`src/rtl/cnt_cmd_seq_if.sv`:
```
// Command channel between a controller and cnt_cmd_seq: valid/ready handshake
// carrying an opcode and its argument.
interface cnt_cmd_seq_if #(
  parameter int ARG_W = 8
);
  logic             cmd_valid;
  logic             cmd_ready;
  logic [1:0]       cmd_op;
  logic [ARG_W-1:0] cmd_arg;

  modport master (output cmd_valid, output cmd_op, output cmd_arg, input cmd_ready);
  modport slave  (input cmd_valid, input cmd_op, input cmd_arg, output cmd_ready);
endinterface

```
`src/rtl/cnt_cmd_seq.sv`:
```
// Buffers LOAD/UP/DOWN/PAUSE commands and replays them as registered load/din/en/m
// strobes for an up/down counter. Define CNT_CMD_SEQ_SHADOW_EN for exp_count/wrap_flag.
module cnt_cmd_seq #(
  parameter int DEPTH = 4,
  parameter int ARG_W = 8
) (
  input  logic                   clk,
  input  logic                   rst,
  cnt_cmd_seq_if.slave           cmd,
  input  logic                   flush,
  output logic                   cnt_load,
  output logic [ARG_W-1:0]       cnt_din,
  output logic                   cnt_en,
  output logic                   cnt_m,
  output logic                   busy,
  output logic                   cmd_done,
  output logic [$clog2(DEPTH):0] level
`ifdef CNT_CMD_SEQ_SHADOW_EN
  ,
  output logic [ARG_W-1:0]       exp_count,
  output logic                   wrap_flag
`endif
);

  localparam int PTR_W = $clog2(DEPTH);
  localparam int LVL_W = PTR_W + 1;
  localparam logic [LVL_W-1:0] LVL_FULL  = LVL_W'(DEPTH);
  localparam logic [LVL_W-1:0] LVL_ZERO  = {LVL_W{1'b0}};
  localparam logic [LVL_W-1:0] LVL_ONE   = LVL_W'(1);
  localparam logic [PTR_W-1:0] PTR_ONE   = PTR_W'(1);
  localparam logic [PTR_W-1:0] PTR_ZERO  = {PTR_W{1'b0}};
  localparam logic [ARG_W-1:0] ARG_ZERO  = {ARG_W{1'b0}};
  localparam logic [ARG_W-1:0] ARG_ONE   = ARG_W'(1);
  localparam logic [1:0]       OP_LOAD   = 2'b00;
  localparam logic [1:0]       OP_UP     = 2'b01;
  localparam logic [1:0]       OP_DOWN   = 2'b10;
  localparam logic [1:0]       OP_PAUSE  = 2'b11;

  typedef enum logic [0:0] {ST_IDLE = 1'b0, ST_EXEC = 1'b1} state_e;

  logic [1:0]       op_mem_r  [DEPTH];
  logic [ARG_W-1:0] arg_mem_r [DEPTH];
  logic [PTR_W-1:0] wr_ptr_r, rd_ptr_r;
  logic [LVL_W-1:0] level_r;

  state_e           state_r, state_nx_s;
  logic [ARG_W-1:0] remain_r, remain_nx_s;
  logic [ARG_W-1:0] din_r, din_nx_s;
  logic             load_r, load_nx_s;
  logic             en_r, en_nx_s;
  logic             m_r, m_nx_s;
  logic             done_r, done_nx_s;

  logic             ready_s, push_s, pop_s, fifo_empty_s;
  logic [1:0]       head_op_s;
  logic [ARG_W-1:0] head_arg_s;
  logic [ARG_W-1:0] head_rem_s;

  assign fifo_empty_s  = (level_r == LVL_ZERO);
  assign ready_s       = (level_r != LVL_FULL) && !flush;
  assign push_s        = cmd.cmd_valid && ready_s;
  assign head_op_s     = op_mem_r[rd_ptr_r];
  assign head_arg_s    = arg_mem_r[rd_ptr_r];
  assign head_rem_s    = (head_arg_s == ARG_ZERO) ? ARG_ZERO : (head_arg_s - ARG_ONE);
  assign cmd.cmd_ready = ready_s;

  // FIFO storage write; entries need no reset since level_r gates their use
  always_ff @(posedge clk) begin
    if (push_s) begin
      op_mem_r[wr_ptr_r]  <= cmd.cmd_op;
      arg_mem_r[wr_ptr_r] <= cmd.cmd_arg;
    end
  end

  // FIFO pointers and occupancy
  always_ff @(posedge clk) begin
    if (rst || flush) begin
      wr_ptr_r <= PTR_ZERO;
      rd_ptr_r <= PTR_ZERO;
      level_r  <= LVL_ZERO;
    end else begin
      wr_ptr_r <= push_s ? (wr_ptr_r + PTR_ONE) : wr_ptr_r;
      rd_ptr_r <= pop_s ? (rd_ptr_r + PTR_ONE) : rd_ptr_r;
      level_r  <= level_r + (push_s ? LVL_ONE : LVL_ZERO) - (pop_s ? LVL_ONE : LVL_ZERO);
    end
  end

  // Next state and next strobe values; a command's last cycle is the one with done_r set
  always_comb begin
    state_nx_s  = state_r;
    remain_nx_s = remain_r;
    din_nx_s    = din_r;
    load_nx_s   = 1'b0;
    en_nx_s     = en_r;
    m_nx_s      = m_r;
    done_nx_s   = 1'b0;
    pop_s       = 1'b0;
    if (flush) begin
      state_nx_s  = ST_IDLE;
      en_nx_s     = 1'b0;
      remain_nx_s = ARG_ZERO;
    end else begin
      case (state_r)
        ST_IDLE: begin
          en_nx_s = 1'b0;
          pop_s   = !fifo_empty_s;
        end
        ST_EXEC: begin
          if (done_r) begin
            state_nx_s = ST_IDLE;
            en_nx_s    = 1'b0;
            pop_s      = !fifo_empty_s;
          end else begin
            remain_nx_s = remain_r - ARG_ONE;
            done_nx_s   = (remain_r == ARG_ONE);
          end
        end
        default: begin
          state_nx_s = ST_IDLE;
          en_nx_s    = 1'b0;
        end
      endcase
      if (pop_s) begin
        state_nx_s = ST_EXEC;
        case (head_op_s)
          OP_LOAD: begin
            load_nx_s   = 1'b1;
            din_nx_s    = head_arg_s;
            en_nx_s     = 1'b0;
            done_nx_s   = 1'b1;
            remain_nx_s = ARG_ZERO;
          end
          OP_UP, OP_DOWN: begin
            m_nx_s      = (head_op_s == OP_DOWN);
            en_nx_s     = (head_arg_s != ARG_ZERO);
            done_nx_s   = (head_arg_s <= ARG_ONE);
            remain_nx_s = head_rem_s;
          end
          OP_PAUSE: begin
            en_nx_s     = 1'b0;
            done_nx_s   = (head_arg_s <= ARG_ONE);
            remain_nx_s = head_rem_s;
          end
          default: begin
            en_nx_s     = 1'b0;
            done_nx_s   = 1'b1;
            remain_nx_s = ARG_ZERO;
          end
        endcase
      end else begin
        load_nx_s = 1'b0;
      end
    end
  end

  // Sequencer state and registered strobes
  always_ff @(posedge clk) begin
    if (rst) begin
      state_r  <= ST_IDLE;
      remain_r <= ARG_ZERO;
      din_r    <= ARG_ZERO;
      load_r   <= 1'b0;
      en_r     <= 1'b0;
      m_r      <= 1'b0;
      done_r   <= 1'b0;
    end else begin
      state_r  <= state_nx_s;
      remain_r <= remain_nx_s;
      din_r    <= din_nx_s;
      load_r   <= load_nx_s;
      en_r     <= en_nx_s;
      m_r      <= m_nx_s;
      done_r   <= done_nx_s;
    end
  end

  assign cnt_load = load_r;
  assign cnt_din  = din_r;
  assign cnt_en   = en_r;
  assign cnt_m    = m_r;
  assign cmd_done = done_r;
  assign level    = level_r;
  assign busy     = (state_r == ST_EXEC) || !fifo_empty_s;

`ifdef CNT_CMD_SEQ_SHADOW_EN
  localparam logic [ARG_W-1:0] ARG_ONES = {ARG_W{1'b1}};
  logic [ARG_W-1:0] shadow_r;
  logic             wrap_r;

  // Track the counter, which samples our registered strobes on every edge
  always_ff @(posedge clk) begin
    if (rst) begin
      shadow_r <= ARG_ZERO;
      wrap_r   <= 1'b0;
    end else if (load_r) begin
      shadow_r <= din_r;
      wrap_r   <= wrap_r;
    end else if (en_r && !m_r) begin
      shadow_r <= shadow_r + ARG_ONE;
      wrap_r   <= wrap_r || (shadow_r == ARG_ONES);
    end else if (en_r && m_r) begin
      shadow_r <= shadow_r - ARG_ONE;
      wrap_r   <= wrap_r || (shadow_r == ARG_ZERO);
    end else begin
      shadow_r <= shadow_r;
      wrap_r   <= wrap_r;
    end
  end

  assign exp_count = shadow_r;
  assign wrap_flag = wrap_r;
`endif

endmodule

```
`src/flat_wrapper.sv`:
```
// flat-port wrapper written by rule: the top's interface ports become plain ports
module cnt_cmd_seq_flat 
#(
  parameter int DEPTH = 4,
  parameter int ARG_W = 8
)
  (clk, rst, flush, cnt_load, cnt_din, cnt_en, cnt_m, busy, cmd_done, level, cmd_cmd_valid, cmd_cmd_op, cmd_cmd_arg, cmd_cmd_ready);
  cnt_cmd_seq_if #(.ARG_W(ARG_W)) cmd_i ();
  input  logic clk;
  input  logic rst;
  input  logic flush;
  output logic cnt_load;
  output logic [ARG_W-1:0] cnt_din;
  output logic cnt_en;
  output logic cnt_m;
  output logic busy;
  output logic cmd_done;
  output logic [$clog2(DEPTH):0] level;
  input wire logic [$bits(cmd_i.cmd_valid)-1:0] cmd_cmd_valid;
  input wire logic [$bits(cmd_i.cmd_op)-1:0] cmd_cmd_op;
  input wire logic [$bits(cmd_i.cmd_arg)-1:0] cmd_cmd_arg;
  output wire logic [$bits(cmd_i.cmd_ready)-1:0] cmd_cmd_ready;
  assign cmd_i.cmd_valid = cmd_cmd_valid;
  assign cmd_i.cmd_op = cmd_cmd_op;
  assign cmd_i.cmd_arg = cmd_cmd_arg;
  assign cmd_cmd_ready = cmd_i.cmd_ready;
  cnt_cmd_seq #(.DEPTH(DEPTH), .ARG_W(ARG_W)) u_core (.clk(clk), .rst(rst), .cmd(cmd_i), .flush(flush), .cnt_load(cnt_load), .cnt_din(cnt_din), .cnt_en(cnt_en), .cnt_m(cnt_m), .busy(busy), .cmd_done(cmd_done), .level(level));
endmodule
```
`config.mk`:
```
export PLATFORM = sky130hd
export DESIGN_NAME = cnt_cmd_seq_flat
export DESIGN_NICKNAME = d
export VERILOG_FILES = /design/src/rtl/cnt_cmd_seq_if.sv /design/src/rtl/cnt_cmd_seq.sv /design/src/flat_wrapper.sv
export SDC_FILE = /design/constraint.sdc
export NUM_CORES = 1
export LEC_CHECK = 0
export ABC_CLOCK_PERIOD_IN_PS = 5050
export CAP_MARGIN = 10
export CORE_AREA = 3 3 77 79
export DETAILED_ROUTE_END_ITERATION = 12
export DIE_AREA = 0 0 80 82
export PLACE_DENSITY = 0.77
export SYNTH_ARGS = -nofsm -noshare
export SYNTH_HDL_FRONTEND = slang
export SYNTH_SLANG_ARGS = --single-unit
```
`constraint.sdc`:
```
create_clock -name clk -period 5.05 [get_ports clk]
set_clock_uncertainty 0.15 [all_clocks]
set_input_delay 1.01 -clock clk [delete_from_list [all_inputs] [get_ports clk]]
set_output_delay 1.01 -clock clk [all_outputs]
set_load 0.005 [all_outputs]
```
==> flow_metrics.py, run 1 <==
metrics = {
    "run_status": {
        "status": "finished clean",
    },
    "cts": {
        "cts_root_buffer": "clkbuf_8",
        "ctsResizeCount": 0,
        "cts_max_path_buffers": 2,
        "post_cts_buffers": 0,
        "ctsHoldBuffers": 0,
        "clkLatencyLatePin_ps": 330,
        "cts_num_sinks": 70,
        "cts_buffers": 9,
        "cts_tree": "built",
        "htreeDepth": 3,
        "cts.clk_slew.worst_paths_ps": 70,
    },
    "synth": {
        "postSynth.asyncResetShare_pct": 0,
        "ys_types": 45,
        "yosysSeqAreaShare_pct": 57.5,
        "syn_avg_cell_area_um2": 13.2,
        "synth_edf_count": 40,
        "syn_inst": 237,
        "yosysWarnings": 0,
        "synth.largest_area_cell": "edfxtp_1",
        "syn_area_mm2": 0.00313,
        "synth.area.top_cells": "edfxtp_1 38%, dfxtp_1 19%, mux4_1 5.9%, ha_1 5.6%, nor2_1 3.1%",
        "synth.net_count": 266,
        "netlist.area_leader.share_pct": 38.3,
        "synth_seq_cells": 70,
        "ys.flop_type": "edfxtp_1",
    },
    "detailed_routing": {
        "vias": 1872,
        "drc": 0,
        "drt-initial-drc-count": 90,
        "avgViaCountPerCell": 5.39,
        "wl_met1_um": 2590,
        "wl_per_cell_um": 16.0,
        "drt-pass1-iter-count": 4,
        "dr_wl_met2_um": 2740,
        "final_antenna_net_count": 0,
        "drt-total-wl_um": 5550,
        "route.top_layer_used": "met4",
        "wl_met3_um": 176,
    },
    "cells_and_area": {
        "utilization_pct": 67.6,
        "fin_cells": 347,
        "drive_above_1_share_pct": 8.73,
        "final-seq-area_mm2": 0.00180,
        "fill_cells": 426,
        "syn_to_final_growth_pct": 16.6,
        "nNetsFinal": 300,
        "antenna_cells": 0,
        "final_area_mm2": 0.00365,
        "multi_input_area_mm2": 0.00125,
    },
    "sta": {
        "fin_crit_sh_pct": 71.6,
        "setup-tns-final_ps": 0,
        "worst_slew_pin_slew_ps": 654,
        "setup_viol": 0,
        "relSlewSlack_pct": 56.1,
        "whs_ps": 325,
        "final_hold_viol_count": 0,
        "fmax_mhz": 276,
        "finalCriticalPeriod_ps": 3620,
        "rsz0062_at_grt": "no",
        "slew_violations": 0,
    },
    "grt": {
        "grtUsageTotal_pct": 18.9,
        "antenna_found_initial": 0,
        "grt_remaining_overflow": 0,
        "grt_start_max_net_pins": 13,
        "grt_pass1_wl_um": 9250,
        "grt_pass1_vias": 1907,
    },
    "setup_path": {
        "cp_cell_sequence": "clkdlybuf4s50_1, a21oi_1, clkdlybuf4s50_1",
        "crit_path_start_kind": "primary input",
        "slowest_delay_ps": 590,
        "cp-end-kind": "output port",
        "setup.worst_path.class": "in -> out",
        "cp.arrival_ps": 2460,
        "cp_common_cell": "clkdlybuf4s50_1",
        "cp_max_fo": 6,
        "r2r_slack_ps": 2320,
        "required_ps": 3890,
        "slowest_stage": "clkdlybuf4s50_1",
    },
    "die": {
        "die_x_um": 80,
        "ios": 31,
        "die_h_um": 82,
        "rows": 27,
        "initial_core_util_pct": 58.0,
        "die_area_mm2": 0.00656,
        "core_mm2": 0.00541,
    },
    "run": {
        "maxCapViolations": 0,
    },
    "place": {
        "gp_congestion": 0.817,
        "dp_cells": 332,
        "dp_hpwl_um": 3890,
        "placed_cell_area_mm2": 0.00349,
        "io_buffers": 30,
    },
    "pwr": {
        "leakage_nw": 1.29,
        "irDropWorstVdd_uv": 260,
        "p_per_area_mw_per_mm2": 321,
    },
    "min_path": {
        "hp-class": "reg -> reg",
    },
}
-- metrics by stage --
step                      setup slack (ps)  power [mW]
final                                 1430        1.17
after global placement                1500       0.800
after floorplan                       2100       0.752
after detailed placement              1430       0.803
after global routing                  1320        1.23
after CTS                             1440        1.18
-- path summary, 6_finish.rpt --
| kind | endpoint | from | cells after the start |
|---|---|---|---|
| hold reg to reg | u_core.cnt_m$_SDFFE_PP0P_ | u_core.cnt_m$_SDFFE_PP0P_ | 2 |
| setup reg to reg | u_core.level[2]$_SDFF_PP0_ | u_core.level[1]$_SDFF_PP0_ | 10 |
| hold / removal | u_core.cnt_m$_SDFFE_PP0P_ | u_core.cnt_m$_SDFFE_PP0P_ | 2 |
| setup / recovery | cmd_cmd_ready | flush | 3 |
-- synth_stat cells, types with 5 or more instances --
| cell | n |
|---|---|
| nand2_1 | 6 |
| mux4_1 | 7 |
| edfxtp_1 | 40 |
| clkbuf_1 | 5 |
| inv_1 | 12 |
| xor2_1 | 7 |
| a21oi_1 | 12 |
| xnor2_1 | 7 |
| dfxtp_1 | 30 |
| mux2i_1 | 9 |
| ha_1 | 14 |
| o21ai_0 | 8 |
| nor2_1 | 26 |
| nor3_1 | 7 |
-- logic make-up after synthesis --
logic type	after synthesis	synth area share [%]
AND/OR/NAND/NOR	64	10.5
buffers and inverters	19	2.56
multiplexers	19	10.9
AO/OA/AOI/OAI	36	8.43
flip-flops	70	57.5
XOR/XNOR	14	3.91
adder cells (fa/ha/maj)	15	6.23
-- layout make-up --
type,count,area share [%]
clock inverter,4,0.651
multi-input combinational,148,34.2
clock buffer,11,3.87
inverter,12,1.23
timing repair buffer,30,8.22
tap,72,2.47
sequential,70,49.3
-- placed cells by master (no fill, tap or decap), drive strengths merged, types with 3 or more instances in the layout --
master,count
a21oi,12
and2,3
and3,4
clkbuf,11
clkdlybuf4s50,30
dfxtp,30
edfxtp,40
ha,14
inv,12
mux2i,9
mux4,10
nand2,7
nand3,3
nor2,26
nor3,7
o21ai,9
or2,3
xnor2,7
xor2,7
-- where the power goes --
part	leakage, nW	total (mW)	switching (mW)	internal, mW
clock	0.0789	0.380	0.193	0.186
combinational	0.606	0.160	0.0857	0.0741
sequential	0.606	0.632	0.0135	0.618
-- worst max-delay path: cells and delay by family --
kind / cells / cell delay, ps
buf+inv: 2 / 1060
compound gates: 1 / 390
-- state kept, by name, summed over array words and instances (netlist names), named ones only --
signal / flops
u_core.op_mem_r: 8
u_core.level: 3
u_core.arg_mem_r: 32
u_core.cmd_done: 1
u_core.cnt_load: 1
u_core.wr_ptr_r: 2
u_core.cnt_din: 8
u_core.rd_ptr_r: 2
u_core.cnt_en: 1
u_core.remain_r: 8
u_core.cnt_m: 1
u_core.state_r: 1
-- routing by layer --
layer	up-vias	global-route usage, %
met2	41	30.6
met3	6	3.73
met1	887	25.3
li1	938	-
met5	-	0
met4	0	7.60
(Power assumes the default switching activity.)
==> run 2, diff against run 1 <==
--- a/config.mk
+++ b/config.mk
@@ -5,12 +5,12 @@
 export SDC_FILE = /design/constraint.sdc
 export NUM_CORES = 1
 export LEC_CHECK = 0
-export ABC_CLOCK_PERIOD_IN_PS = 5050
+export ABC_CLOCK_PERIOD_IN_PS = 3620
 export CAP_MARGIN = 10
-export CORE_AREA = 3 3 77 79
+export CORE_AREA = 3 3 79 81
 export DETAILED_ROUTE_END_ITERATION = 12
-export DIE_AREA = 0 0 80 82
-export PLACE_DENSITY = 0.77
+export DIE_AREA = 0 0 82 84
+export PLACE_DENSITY = 0.73
 export SYNTH_ARGS = -nofsm -noshare
 export SYNTH_HDL_FRONTEND = slang
 export SYNTH_SLANG_ARGS = --single-unit
==> constraint.sdc (replaced) <==
create_clock -name clk -period 3.62 [get_ports clk]
set_clock_uncertainty 0.15 [all_clocks]
set_input_delay 0.724 -clock clk [delete_from_list [all_inputs] [get_ports clk]]
set_output_delay 0.724 -clock clk [all_outputs]
set_load 0.005 [all_outputs]
==> flow_metrics.py, run 2 (synthesis gave the netlist of run 1 again) <==
metrics = {
    "pwr": {
        "intPower_mw": 1.38,
        "irDropWorstVdd_uv": 371,
        "pwr-share-seq_pct": 48.8,
        "p_per_area_mw_per_mm2": 485,
        "swShare_pct": 23.8,
        "pwr-share-comb_pct": 12.4,
        "p_total_mw": 1.81,
        "p_switching_mw": 0.429,
        "clkPwrFrac_pct": 38.8,
        "leakage_nw": 1.33,
    },
    "setup_path": {
        "setup.worst_path.class": "in -> out",
        "required_ps": 2750,
        "cp-end-kind": "output port",
        "crit_path_start_kind": "primary input",
        "cp.arrival_ps": 2100,
        "cp_max_fo": 6,
    },
    "cells_and_area": {
        "syn_to_final_growth_pct": 18.7,
        "top_register": "u_core.arg_mem_r",
        "antenna_cells": 0,
        "drive_above_1_share_pct": 9.39,
        "final_cell_mix": "40 x edfxtp_1, 30 x dfxtp_1, 30 x clkdlybuf4s50_1",
        "nNetsFinal": 301,
        "largest_reg_flops": 32,
        "utilization_pct": 67.1,
        "final_common_cell": "edfxtp_1",
        "fill_cells": 431,
        "final_area_mm2": 0.00372,
    },
    "die": {
        "ios": 31,
        "core_mm2": 0.00554,
        "die_h_um": 84,
        "initial_core_util_pct": 56.5,
        "rows": 27,
        "die_area_mm2": 0.00689,
        "die_x_um": 82,
    },
    "sta": {
        "worst_slew_pin_slew_ps": 672,
        "finalCriticalPeriod_ps": 2970,
        "fmax_mhz": 336,
        "setup_viol": 0,
        "relSlewSlack_pct": 54.8,
        "setup-tns-final_ps": 0,
        "rsz0062_at_grt": "no",
        "slew_violations": 0,
        "final_hold_viol_count": 0,
        "fin_crit_sh_pct": 82.1,
    },
    "cts": {
        "cts_tree": "built",
        "cts_num_sinks": 70,
        "ctsResizeCount": 0,
        "cts.clk_slew.worst_paths_ps": 80,
        "clkLatencyLatePin_ps": 340,
        "post_cts_buffers": 0,
        "cts_buffers": 9,
        "ctsHoldBuffers": 0,
        "cts_max_path_buffers": 2,
        "htreeDepth": 3,
        "cts_root_buffer": "clkbuf_8",
    },
    "detailed_routing": {
        "drc": 0,
        "wl_per_cell_um": 16.4,
        "vias": 1939,
        "drt-pass1-iter-count": 4,
        "drt-initial-drc-count": 100,
        "drt-total-wl_um": 5720,
        "avgViaCountPerCell": 5.56,
        "final_antenna_net_count": 0,
    },
    "grt": {
        "grt_pass1_wl_um": 9340,
        "antenna_found_initial": 0,
        "grt_remaining_overflow": 0,
        "grt_pass1_vias": 1886,
        "grt_start_max_net_pins": 13,
        "grtUsageTotal_pct": 18.2,
    },
    "run": {
        "maxCapViolations": 0,
    },
    "place": {
        "placed_cell_area_mm2": 0.00350,
        "io_buffers": 30,
        "dp_hpwl_um": 4030,
        "gp_congestion": 0.787,
    },
    "run_status": {
        "status": "finished clean",
    },
    "min_path": {
        "hp-class": "reg -> reg",
    },
}
==> run 2: changes by cell type in the layout (fill, tap and decap cells not counted), sizes merged <==
| cell | delta |
|---|---|
| inv | +1 |
| buf | +1 |
| bufinv | +2 |
| clkinvlp | -2 |
==> run 2: worst max-delay path, cell delays in order <==
cell and delay (ps):
clkdlybuf4s50_1 460, a21oi_1 330, clkdlybuf4s50_1 580
==> run 2: worst paths after layout <==
path | startpoint | to | slack [ps] | cells past startpoint
hold / removal | u_core.cnt_m$_SDFFE_PP0P_ | u_core.cnt_m$_SDFFE_PP0P_ | 340 | 2
setup reg to reg | flop | u_core.remain_r[4]$_SDFFE_PP0P_ | 860 | 7
setup / recovery | flush | cmd_cmd_ready | 650 | 3
hold reg to reg | u_core.cnt_m$_SDFFE_PP0P_ | u_core.cnt_m$_SDFFE_PP0P_ | 340 | 2
==> run 2: power groups by stage <==
| stage | Combinational (mW) | Clock, mW | Sequential, mW |
|---|---|---|---|
| 6_report | 0.224 | 0.700 | 0.881 |
| 5_1_grt | 0.250 | 0.751 | 0.884 |
| 4_1_cts | 0.226 | 0.713 | 0.881 |
| 3_5_place_dp | 0.225 | 0 | 0.899 |
| 3_3_place_gp | 0.221 | 0 | 0.898 |
| 2_1_floorplan | 0.156 | 0 | 0.893 |
==> run 2: layout make-up <==
type	instances	area, um^2	area share (%)
flip-flops and latches	70	1800	48.5
multi-input cells	148	1250	33.6
repair buffers	31	308	8.28
clock buffers	11	141	3.80
well taps	72	90.1	2.42
clock inverters	5	81.3	2.19
inverters	12	45.0	1.21
==> run 2: layer usage <==
metal | vias to the layer above | GRT usage, % | part of all wire, %
li1 | 946 | - | -
met4 | 0 | 6.95 | 1.4
met1 | 931 | 24.5 | 47
met3 | 12 | 4.75 | 3.7
met5 | - | 0 | 0
met2 | 50 | 28.1 | 48
==> run 2: per-stage QoR <==
step / instances / hold slack (ps) / setup WS, ps
2_1_floorplan: 237 / 303 / 958
3_3_place_gp: 333 / 309 / 652
5_1_grt: 349 / 363 / 552
3_5_place_dp: 333 / 336 / 599
4_1_cts: 349 / 352 / 654
6_report: 349 / 344 / 648
==> run 3, diff against run 2 <==
--- a/config.mk
+++ b/config.mk
@@ -5,12 +5,12 @@
 export SDC_FILE = /design/constraint.sdc
 export NUM_CORES = 1
 export LEC_CHECK = 0
-export ABC_CLOCK_PERIOD_IN_PS = 3620
+export ABC_CLOCK_PERIOD_IN_PS = 2500
 export CAP_MARGIN = 10
-export CORE_AREA = 3 3 79 81
+export CORE_AREA = 3 3 83 85
 export DETAILED_ROUTE_END_ITERATION = 12
-export DIE_AREA = 0 0 82 84
-export PLACE_DENSITY = 0.73
+export DIE_AREA = 0 0 86 88
+export PLACE_DENSITY = 0.7
 export SYNTH_ARGS = -nofsm -noshare
 export SYNTH_HDL_FRONTEND = slang
 export SYNTH_SLANG_ARGS = --single-unit
==> constraint.sdc (replaced) <==
create_clock -name clk -period 2.5 [get_ports clk]
set_clock_uncertainty 0.15 [all_clocks]
set_input_delay 0.5 -clock clk [delete_from_list [all_inputs] [get_ports clk]]
set_output_delay 0.5 -clock clk [all_outputs]
set_load 0.005 [all_outputs]
==> flow_metrics.py, run 3 (synthesis gave the netlist of run 1 again) <==
metrics = {
    "place": {
        "dp_hpwl_um": 4160,
        "placed_cell_area_mm2": 0.00368,
        "gp_congestion": 0.769,
        "io_buffers": 30,
    },
    "die": {
        "die_area_mm2": 0.00757,
        "initial_core_util_pct": 49.9,
        "ios": 31,
        "die_x_um": 86,
        "die_h_um": 88,
        "rows": 29,
        "core_mm2": 0.00628,
    },
    "detailed_routing": {
        "avgViaCountPerCell": 5.29,
        "vias": 1968,
        "wl_per_cell_um": 15.6,
        "drc": 0,
        "drt-total-wl_um": 5800,
        "final_antenna_net_count": 0,
        "drt-pass1-iter-count": 4,
        "drt-initial-drc-count": 114,
    },
    "setup_path": {
        "cp_cell_sequence": "nor3_1, buf_4, nand2b_1, clkdlybuf4s50_1",
        "crit_path_start_kind": "flop",
        "required_ps": 1850,
        "setup.worst_path.class": "reg -> out",
        "cp.arrival_ps": 1700,
        "cp-end-kind": "output port",
        "cp_max_fo": 5,
        "slowest_stage": "clkdlybuf4s50_1",
        "slowest_delay_ps": 440,
    },
    "min_path": {
        "hp-class": "reg -> reg",
    },
    "cells_and_area": {
        "final_common_cell": "edfxtp_1",
        "nNetsFinal": 319,
        "syn_to_final_growth_pct": 24.0,
        "final_area_mm2": 0.00389,
        "antenna_cells": 0,
        "top_register": "u_core.arg_mem_r",
        "final_cell_mix": "40 x edfxtp_1, 30 x dfxtp_1, 29 x clkdlybuf4s50_1",
        "drive_above_1_share_pct": 15.9,
        "largest_reg_flops": 32,
    },
    "cts": {
        "clkLatencyLatePin_ps": 340,
        "htreeDepth": 3,
        "cts_buffers": 9,
        "cts_tree": "built",
        "cts.clk_slew.worst_paths_ps": 70,
        "cts_max_path_buffers": 2,
        "cts_root_buffer": "clkbuf_8",
        "cts_num_sinks": 70,
    },
    "grt": {
        "grt_start_max_net_pins": 14,
        "grt_pass1_wl_um": 9750,
        "grt_remaining_overflow": 0,
        "antenna_found_initial": 0,
        "grt_pass1_vias": 2021,
        "grtUsageTotal_pct": 17.1,
    },
    "pwr": {
        "p_per_area_mw_per_mm2": 644,
        "leakage_nw": 1.42,
        "irDropWorstVdd_uv": 508,
    },
    "sta": {
        "worst_slew_pin_slew_ps": 462,
        "fin_crit_sh_pct": 93.9,
        "setup_viol": 0,
        "slew_violations": 0,
        "finalCriticalPeriod_ps": 2350,
        "setup-tns-final_ps": 0,
        "whs_ps": 321,
        "fmax_mhz": 426,
        "relSlewSlack_pct": 69.1,
        "rsz0062_at_grt": "no",
        "final_hold_viol_count": 0,
    },
    "run_status": {
        "status": "finished clean",
    },
    "run": {
        "maxCapViolations": 0,
    },
}
## run 3: through the flow
stage	std cells	util [%]	total power [mW]	setup WS (ps)
after detailed placement	354	58.6	1.65	-136
after global routing	372	61.9	2.63	9.53
after floorplan	237	-	1.52	44.3
after CTS	371	61.8	2.54	14.4
final	372	61.9	2.50	153
after global placement	354	58.6	1.65	-118
## run 3: final timing paths
| check | startpoint | endpoint | slack, ps | depth (start not counted) |
|---|---|---|---|---|
| min reg2reg | u_core.cnt_m$_SDFFE_PP0P_ | u_core.cnt_m$_SDFFE_PP0P_ | 320 | 2 |
| max | u_core.level[1]$_SDFF_PP0_ | busy | 150 | 4 |
| max reg2reg | flop | u_core.remain_r[4]$_SDFFE_PP0P_ | 180 | 8 |
| min | u_core.cnt_m$_SDFFE_PP0P_ | u_core.cnt_m$_SDFFE_PP0P_ | 320 | 2 |
## run 3: critical path, delay by kind of cell, from the launching register on
family / cells / cell delay (ps)
buffers and inverters: 2 / 640
AND/OR/NAND/NOR: 2 / 350
flip-flops: 1 / 370
## run 3: report_power, final
group	switching (mW)	internal, mW
clock	0.415	0.459
sequential	0.0245	1.25
combinational	0.180	0.177
## run 3: final cells by class
cell class              instances  area [um^2]
fillers                       493         2390
flip-flops and latches         70         1800
multi-input cells             148         1260
repair buffers                 49          495
clock buffers                  10          128
well taps                      77         96.3
clock inverters                 6         63.8
inverters                      12         45.0
## run 3: repair_timing
| action | 4_1_cts | 5_1_grt |
|---|---|---|
| hold buffers | 0 | 0 |
| pin swaps | 0 | 1 |
| setup buffers | 1 | 1 |
| gates resized for setup | 1 | 2 |
| endpoints found under the hold margin | 0 | 0 |
| setup endpoints to repair | 1 | 5 |
## run 3: layer usage
metal,up-vias,wire (um),global-route usage [%]
li1,979,-,-
met3,5,253,5.64
met1,949,2650,21.2
met2,35,2840,28.2
met5,-,0,0
met4,0,59,6.04
